===== config.mk =====
export PLATFORM = sky130hd
export DESIGN_NAME = byte_serializer
export DESIGN_NICKNAME = d
export VERILOG_FILES = /design/src/rtl/serial_pkg.sv /design/src/rtl/byte_serializer.sv
export SDC_FILE = /design/constraint.sdc
export NUM_CORES = 1
export LEC_CHECK = 0
export CAP_MARGIN = 10
export CORE_ASPECT_RATIO = 1.1
export CORE_UTILIZATION = 53
export CTS_CLUSTER_DIAMETER = 60
export DETAILED_ROUTE_END_ITERATION = 12
export GPL_TIMING_DRIVEN = 1
export PLACE_DENSITY = 0.73
export SLEW_MARGIN = 5
export SYNTH_ARGS = -nofsm -noshare
export SYNTH_HDL_FRONTEND = slang
export SYNTH_SLANG_ARGS = --single-unit

===== constraint.sdc =====
create_clock -name clk -period 2 [get_ports clk]
set_input_delay 0.4 -clock clk [delete_from_list [all_inputs] [get_ports clk]]
set_output_delay 0.4 -clock clk [all_outputs]
set_load 0.02 [all_outputs]

===== src/rtl/serial_pkg.sv =====
// Shared types and defaults for the serial front end and the
// detector-side blocks.
package serial_pkg;

  localparam int SER_WIDTH = 8;

  localparam logic SER_IDLE_BIT = 1'b1;

  localparam int SER_CNT_W = $clog2(SER_WIDTH);

  typedef enum logic {
    S_IDLE  = 1'b0,
    S_SHIFT = 1'b1
  } ser_state_t;

  function automatic int cnt_w(input int w);
    return $clog2(w);
  endfunction

endpackage


===== src/rtl/byte_serializer.sv =====
// Word-to-bit serializer with a one-entry skid so consecutive
// words leave back to back on x_out.
module byte_serializer
  import serial_pkg::*;
#(
  parameter int   WIDTH     = SER_WIDTH,
  parameter bit   MSB_FIRST = 1'b1,
  parameter logic IDLE_BIT  = SER_IDLE_BIT
) (
  input  logic             clk,
  input  logic             reset,
  input  logic [WIDTH-1:0] in_data,
  input  logic             in_valid,
  output logic             in_ready,
  output logic             x_out,
  output logic             bit_valid,
  output logic             frame_last,
  output logic             busy
);

  localparam int CW = cnt_w(WIDTH);
  localparam logic [CW-1:0] LAST = CW'(WIDTH - 1);
  localparam logic [CW-1:0] ONE  = CW'(1);

  ser_state_t state, state_n;

  logic [WIDTH-1:0] sh, sh_n;
  logic [WIDTH-1:0] hold, hold_n;
  logic [WIDTH-1:0] sh_adv;
  logic [CW-1:0]    cnt, cnt_n;
  logic             hold_full, hold_full_n;
  logic             accept;
  logic             active;

  assign active = (state == S_SHIFT);
  assign accept = in_valid && !hold_full;

  // Advance the shifter one position toward the output end.
  always_comb begin
    sh_adv = sh;
    if (MSB_FIRST) begin
      sh_adv = {sh[WIDTH-2:0], 1'b0};
    end else begin
      sh_adv = {1'b0, sh[WIDTH-1:1]};
    end
  end

  // Next-state logic for shifter, counter and skid entry.
  always_comb begin
    state_n     = state;
    sh_n        = sh;
    cnt_n       = cnt;
    hold_n      = hold;
    hold_full_n = hold_full;
    unique case (state)
      S_IDLE: begin
        if (accept) begin
          sh_n    = in_data;
          cnt_n   = '0;
          state_n = S_SHIFT;
        end
      end
      S_SHIFT: begin
        if (cnt != LAST) begin
          sh_n  = sh_adv;
          cnt_n = cnt + ONE;
          if (accept) begin
            hold_n      = in_data;
            hold_full_n = 1'b1;
          end
        end else if (hold_full) begin
          sh_n        = hold;
          hold_full_n = 1'b0;
          cnt_n       = '0;
        end else if (accept) begin
          sh_n  = in_data;
          cnt_n = '0;
        end else begin
          state_n = S_IDLE;
        end
      end
      default: state_n = S_IDLE;
    endcase
  end

  // State registers; reset drops any word in flight or held.
  always_ff @(posedge clk or negedge reset) begin
    if (!reset) begin
      state     <= S_IDLE;
      sh        <= '0;
      cnt       <= '0;
      hold      <= '0;
      hold_full <= 1'b0;
    end else begin
      state     <= state_n;
      sh        <= sh_n;
      cnt       <= cnt_n;
      hold      <= hold_n;
      hold_full <= hold_full_n;
    end
  end

  // Outputs come straight from registers.
  always_comb begin
    x_out = IDLE_BIT;
    if (active) begin
      x_out = MSB_FIRST ? sh[WIDTH-1] : sh[0];
    end
    bit_valid  = active;
    frame_last = active && (cnt == LAST);
    in_ready   = !hold_full;
    busy       = active || hold_full;
  end

endmodule


# Word-level counts from Yosys, hierarchy flattened
# Index checks and enable logic that the tools add are counted.
[op_classes]
add_sub_neg = 1
multipliers = 0
div_mod_pow = 0
n_lt_le_gt_ge = 0
n_eq_ne = 3
shift = 0
n_mux = 15
n_bitwise = 1
reduce_logical = 6
[op_table]
columns = ["operator", "n"]
rows = [
  ["$mux W8", 3],
  ["$pmux W8 S2", 1],
  ["$mux W3", 3],
  ["$mux W1", 6],
  ["$pmux W3 S2", 1],
  ["$add A3 B1 Y3 const B", 1],
  ["$eq A3 B3 Y1 const B", 1],
  ["$ne A3 B3 Y1 const B", 1],
  ["$reduce_and A3 Y1", 1],
  ["$logic_and A1 B1 Y1", 2],
  ["$ne A2 B2 Y1 const B", 1],
  ["$pmux W1 S2", 1],
  ["$reduce_and A2 Y1", 1],
  ["$logic_not A1 Y1", 1],
  ["$logic_or A1 B1 Y1", 1],
  ["$not A1 Y1", 1],
]
[totals]
register_bits = 21
latch_bits = 0
ramBits = 0
mem_bits_ro = 0
input_bits = 11
elab_cells = 31
mem_count = 0

# Longest topological paths before layout
# Gate-level depths: netlist of run 1.
[logic_depth]
word_depth = 6
mapped_depth = 6
depth_no_buf = 5

# Worst setup path after synthesis of run 1
# No wires, ideal clock.
[synth_path]
path_kind = "reg2reg"
start = "register cnt[0]"
end = "register hold[0]"
setup_time_ns = 0.128
arrival_time_ns = 1.529
t_required_ns = 1.872
slack_ns = 0.344
path_stages_with_launch = 6
path_buffers = 0
period_less_slack_ns = 1.656
path_cell_list = "dfrtp_1 -> ha_1 -> ha_1 -> nand2b_2 -> nor2_8 -> mux2_1"
[synth_between]
elab_chain_cells = 2
[synth_rtl]
columns = ["element", "line_no", "rtl"]
rows = [
  ["start, declared", "byte_serializer.sv:30", "logic [CW-1:0] cnt, cnt_n;"],
  ["start signal, assigned", "byte_serializer.sv:97", "cnt <= cnt_n;"],
  ["$ne A3 B3 Y1", "byte_serializer.sv:64", "if (cnt != LAST) begin"],
  ["$reduce_and A3 Y1 (no source line)", "-", ""],
  ["end signal, assigned", "byte_serializer.sv:98", "hold <= hold_n;"],
  ["end, declared", "byte_serializer.sv:28", "logic [WIDTH-1:0] hold, hold_n;"],
]
# No other way between the ends.
# A chain may end at the register's enable or synchronous reset.

# Worst setup path in the final report of run 1
[layout_path]
start = "register state (netlist: bit_valid)"
end = "output busy"
[layout_between]
elab_chain_cells = 1
[layout_rtl]
columns = ["element", "line_no", "rtl"]
rows = [
  ["start, declared", "byte_serializer.sv:25", "ser_state_t state, state_n;"],
  ["start signal, assigned", "byte_serializer.sv:95", "state <= state_n;"],
  ["$logic_or A1 B1 Y1", "byte_serializer.sv:112", "busy = active || hold_full;"],
  ["end, declared", "byte_serializer.sv:18", "output logic busy"],
]
# No other way between the ends.

==> impl_metrics.ini, run 1 <==
[sta]
tightest_slew_ps = 275
setup_viol = 0
hold_viol = 0
fin_crit_ps = 1910
finClkSkew_ps = 4.03
slew_headroom_pct = 81.6
tns_ps = 0
drv_slew = 0
finalCritPeriodShare_pct = 95.3
fmax_mhz = 525
rsz0062_at_grt = false

[floorplanning]
io_pins = 16
core_area_um2 = 2040
std_cell_rows = 17
die_x_um = 46.9
dieHeight_um = 51.4
initial_core_util_pct = 57.7
die_area_um2 = 2410

[logic_synthesis]
syn-cell-area_um2 = 1180
synthTopCellsByArea = dfrtp_1 45%, mux2i_1 13%, a221oi_2 7.7%
synthDistinctLibCells = 29
yosysMostFrequentCell = dfrtp_1
yosys_warnings = 0
synth-main-ff-cell = dfrtp_1
synth_common_cells = 21 x dfrtp_1, 15 x mux2i_1, 8 x mux2_1
synth_area_leader_cell = dfrtp_1
ys_seq_elements = 21
synth_edf_count = 0
yosysSeqAreaShare_pct = 44.6
synth_top_area_share_pct = 44.6
synthesis.nets = 108
synthArstFlopShare_pct = 100
synth_area_per_cell_um2 = 12.5
synthCells = 94

[worst_setup_path]
worstPathRequired_ps = 1600
critical_path.max_stage_delay_ps = 590
cp_num_buf_inv = 2
end_kind = output port
critPathKind = reg -> out
reg2reg_depth = 6
crit_slowest_cell = clkdlybuf4s50_1
path_max_fanout = 6
crit_family = buffers and inverters
path_cells = inv_2 > nand2_1 > clkdlybuf4s50_1
cp-start-kind = flop
cp.depth = 3
rr_startpoint = cnt[0]$_DFF_PN0_
crit_start = bit_valid$_DFF_PN0_
cp.arrival_ps = 1510

[clock_network]
postCtsResizedCells = 1
path_clk_slew_ps = 120
cts_buffers = 3
holdBufCountCts = 0
cts_setup_buffers = 0
cts.sinks = 21
cts.path.max_buffers = 2
htreeDepth = 1
cts_tree = built
clk_latency_ps = 300
root_buffer = clkbuf_4

[placed_design]
portBuffers = 15
hpwl_um = 1630
gp_congestion = 0.762

[finish]
diodes = 0
fin_util_pct = 68.7
drive_gt1_share_pct = 21.6
syn2layout_area_growth_pct = 19.1
num-fill-cells = 155
seqCellArea_um2 = 526
nets = 131
multi_input_area_um2 = 602

[power]
power.density_nw_per_um2 = 1540
p_leak_nw = 0.639
ir_drop_mv = 0.861

[global_routing]
gr-usage-all-layers_pct = 23.5
grt_pass1_wl_um = 3950
grt_pass1_vias = 861
grt_max_degree = 22
grt_remaining_overflow = 0
antenna_found_initial = 0

[outcome]
status = completed

[routing]
route.met3.wl_um = 62
drc_errors = 0
viasPerCell = 5.67
vias = 817
ant_nets = 0
drt_first_pass_iters = 4
drtIter0Drc = 17
met1_length_um = 1090
highest_layer = met4
met2WireLength_um = 1110
wl_per_cell_um = 15.8
routed_wl_um = 2280

[job]
max-cap-violations = 0

[worst_hold_path]
hold_path.class = in -> async
[worst reg2reg max path, stage by stage, from the launching register on]
cell	delay, ps
dfrtp_1	410
ha_1	230
ha_1	190
buf_4	150
nand2b_2	220
nor2_8	210
mux2_1	340
[per-layer routing]
metal | global-route usage, % | vias to the layer above
met5 | 0 | -
met4 | 8.57 | 0
met3 | 2.12 | 2
met2 | 36.3 | 12
met1 | 33.8 | 406
li1 | - | 397
[sequential cells by signal, indices dropped and copies added, names as in the netlist]
signal and count:
hold 8, sh 8, cnt 3, bit_valid 1, hold_full 1
[final cells by class]
cell class / instances / area share (%)
multi-input combinational: 66 / 42.9
clock inverter: 1 / 0.357
clock buffer: 3 / 1.61
tap: 28 / 2.50
timing repair buffer: 23 / 14.6
inverter: 2 / 0.535
sequential: 21 / 37.5
[cell families (layout without fill, tap and decap cells)]
group           after synthesis  in the layout  synth area share [%]
simple gates                 19             19                  11.4
compound gates               21             21                  16.2
mux                          23             23                  20.4
flops                        21             21                  44.6
buf+inv                       7             29                  4.25
fa+ha+maj                     3              3                  3.19
[through the flow]
stage	total power [W]	worst slack, ps	hold WS, ps	cell area, um^2	instances
final	0.00216	94.6	434	1400	144
after global routing	0.00234	4.11	450	1400	144
after CTS	0.00217	32.7	433	1410	144
after detailed placement	0.00197	151	472	1380	140
after global placement	0.00193	176	461	1380	140
after floorplan	0.00166	344	104	1180	94
[where the power goes]
group	switching, W	internal, W	total (W)
sequential	0.000149	0.000648	0.000797
combinational	0.000573	0.000583	0.00116
clock	0.000131	0.0000745	0.000206
total	0.000854	0.00130	0.00216
[cells in the final DEF, fill, tap and decap left out, types with 2 or more instances in the layout]
master / Yosys / routed
buf_4: 2 / 8
nand2b_1: 2 / 2
o22ai_1: 6 / 6
ha_1: 3 / 3
mux2_1: 8 / 8
nor2_1: 3 / 3
mux2i_1: 15 / 15
dfrtp_1: 21 / 21
nand2_1: 5 / 5
a221oi_2: 6 / 6
o21ai_1: 2 / 2
a22o_1: 3 / 3
clkdlybuf4s50_1: 0 / 14
clkbuf_4: 0 / 3
[worst paths after layout]
check	slack, ps	end
worst max-delay path	90	busy
worst min-delay path	430	hold[6]$_DFFE_PN0P_
worst max register to register	140	hold[1]$_DFFE_PN0P_
worst min register to register	500	cnt[0]$_DFF_PN0_
max in group asynchronous	1350	cnt[2]$_DFF_PN0_
min in group clk	500	cnt[0]$_DFF_PN0_
(Power assumes the default switching activity.)
==> run 2: changes to the inputs <==
CORE_MARGIN = 3   (was not set)
MAX_ROUTING_LAYER = met4   (was not set)
==> impl_metrics.ini, run 2 (synthesized netlist as in run 1, its figures left out) <==
[sta]
finClkSkew_ps = 6.69
fin_crit_ps = 1920
tns_ps = 0
setup_viol = 0
tightest_slew_ps = 273
finalCritPeriodShare_pct = 96.1
rsz0062_at_grt = false
fmax_mhz = 520
drv_slew = 0
hold_viol = 0
slew_headroom_pct = 81.8

[worst_setup_path]
critPathKind = reg -> out
worstPathRequired_ps = 1600
end_kind = output port
crit_family = buffers and inverters
critical_path.max_stage_delay_ps = 600
path_max_fanout = 10
cp.arrival_ps = 1520
path_cells = inv_2 > nand2_1 > clkdlybuf4s50_1
cp-start-kind = flop
crit_slowest_cell = clkdlybuf4s50_1
cp_num_buf_inv = 2

[power]
pwr-share-clk_pct = 9.5
power.internal_w = 0.00131
p_sw_w = 0.000863
combPwrFrac_pct = 53.1
seqPwrFrac_pct = 37.4
power.density_nw_per_um2 = 1560
ir_drop_mv = 0.860
p_leak_nw = 0.630
p_sw_share_pct = 39.6

[routing]
viasPerCell = 5.88
wl_per_cell_um = 16.6
routed_wl_um = 2370
drc_errors = 0
drt_first_pass_iters = 4
ant_nets = 0
drtIter0Drc = 15
vias = 841

[finish]
final_common_cell = dfrtp_1
reg_top3 = hold: 8 flops, sh: 8 flops, cnt: 3 flops
design_area_um2 = 1400
layout_common_cells = 20 x dfrtp_1, 15 x mux2i_1, 14 x clkdlybuf4s50_1
nets = 130
drive_gt1_share_pct = 21.7
diodes = 0
syn2layout_area_growth_pct = 18.7

[outcome]
status = completed

[global_routing]
grt_remaining_overflow = 0
grt_max_degree = 22
gr-usage-all-layers_pct = 19.1
grt_pass1_wl_um = 3810
grt_pass1_vias = 810
antenna_found_initial = 0

[placed_design]
hpwl_um = 1760
portBuffers = 15
placed_area_um2 = 1370
gp_congestion = 0.733

[floorplanning]
std_cell_rows = 17
die_x_um = 50.9
die_area_um2 = 2820
io_pins = 16
initial_core_util_pct = 57.1
core_area_um2 = 2060
dieHeight_um = 55.4

[worst_hold_path]
hold_path.class = in -> async

[clock_network]
cts.sinks = 21
cts_buffers = 3
path_clk_slew_ps = 120
cts.path.max_buffers = 2
cts_tree = built
clk_latency_ps = 310
htreeDepth = 1
root_buffer = clkbuf_4

[job]
max-cap-violations = 0
run 2: changes by cell type in the layout (fill, tap and decap cells not counted):
cell | previous run | this run
buf_4 | 8 | 7
clkbuf_1 | 0 | 1
clkinv_2 | 1 | 0
dfrtp_1 | 21 | 20
dfrtp_2 | 0 | 1
ha_1 | 3 | 2
ha_2 | 0 | 1
run 2: per-stage QoR:
stage	power, W	hold WS (ps)	utilization [%]	cells	worst slack (ps)
CTS	0.00219	428	68.0	143	13.5
global route	0.00234	427	67.7	143	6.69
detailed placement	0.00198	474	66.5	139	54.0
finish	0.00218	426	67.7	143	78.4
floorplan	0.00166	104	-	94	344
global placement	0.00193	463	66.5	139	84.2
run 2: cell type report:
type                       count  area, um^2
fill                         172         666
clock buffer                   4        26.3
timing repair buffer          22         198
multi-input combinational     66         604
inverter                       2        7.51
tap                           28        35.0
sequential                    21         527
run 2: metal layers:
layer	GRT usage, %	up-vias	wire length [um]
met5	-	-	0
met4	9.23	0	51
met3	3.23	4	54
met2	30.6	11	1220
met1	22.9	433	1050
li1	-	393	-
run 2: final timing paths:
check / start / end / slack, ps / cells after the start
setup / recovery: bit_valid$_DFF_PN0_ / busy / 80 / 3
hold / removal: reset / hold[7]$_DFFE_PN0P_ / 430 / 2
setup reg to reg: cnt[0]$_DFF_PN0_ / hold[5]$_DFFE_PN0P_ / 160 / 5
hold reg to reg: cnt[0]$_DFF_PN0_ / cnt[0]$_DFF_PN0_ / 490 / 1
max in group asynchronous: reset / bit_valid$_DFF_PN0_ / 1340 / 2
min in group clk: cnt[0]$_DFF_PN0_ / cnt[0]$_DFF_PN0_ / 490 / 1
run 2: power groups by stage:
| stage | clock (W) | sequential (W) | combinational (W) |
|---|---|---|---|
| 2_1_floorplan | 0 | 0.000763 | 0.000896 |
| 3_3_place_gp | 0 | 0.000807 | 0.00112 |
| 3_5_place_dp | 0 | 0.000818 | 0.00116 |
| 4_1_cts | 0.000211 | 0.000813 | 0.00117 |
| 5_1_grt | 0.000235 | 0.000835 | 0.00127 |
| 6_report | 0.000207 | 0.000813 | 0.00116 |
run 2: repair_timing:
item                                    CTS  global route
resized for setup                         4             1
hold buffers                              0             0
setup buffers                             0             0
endpoints found under the setup margin    2             1
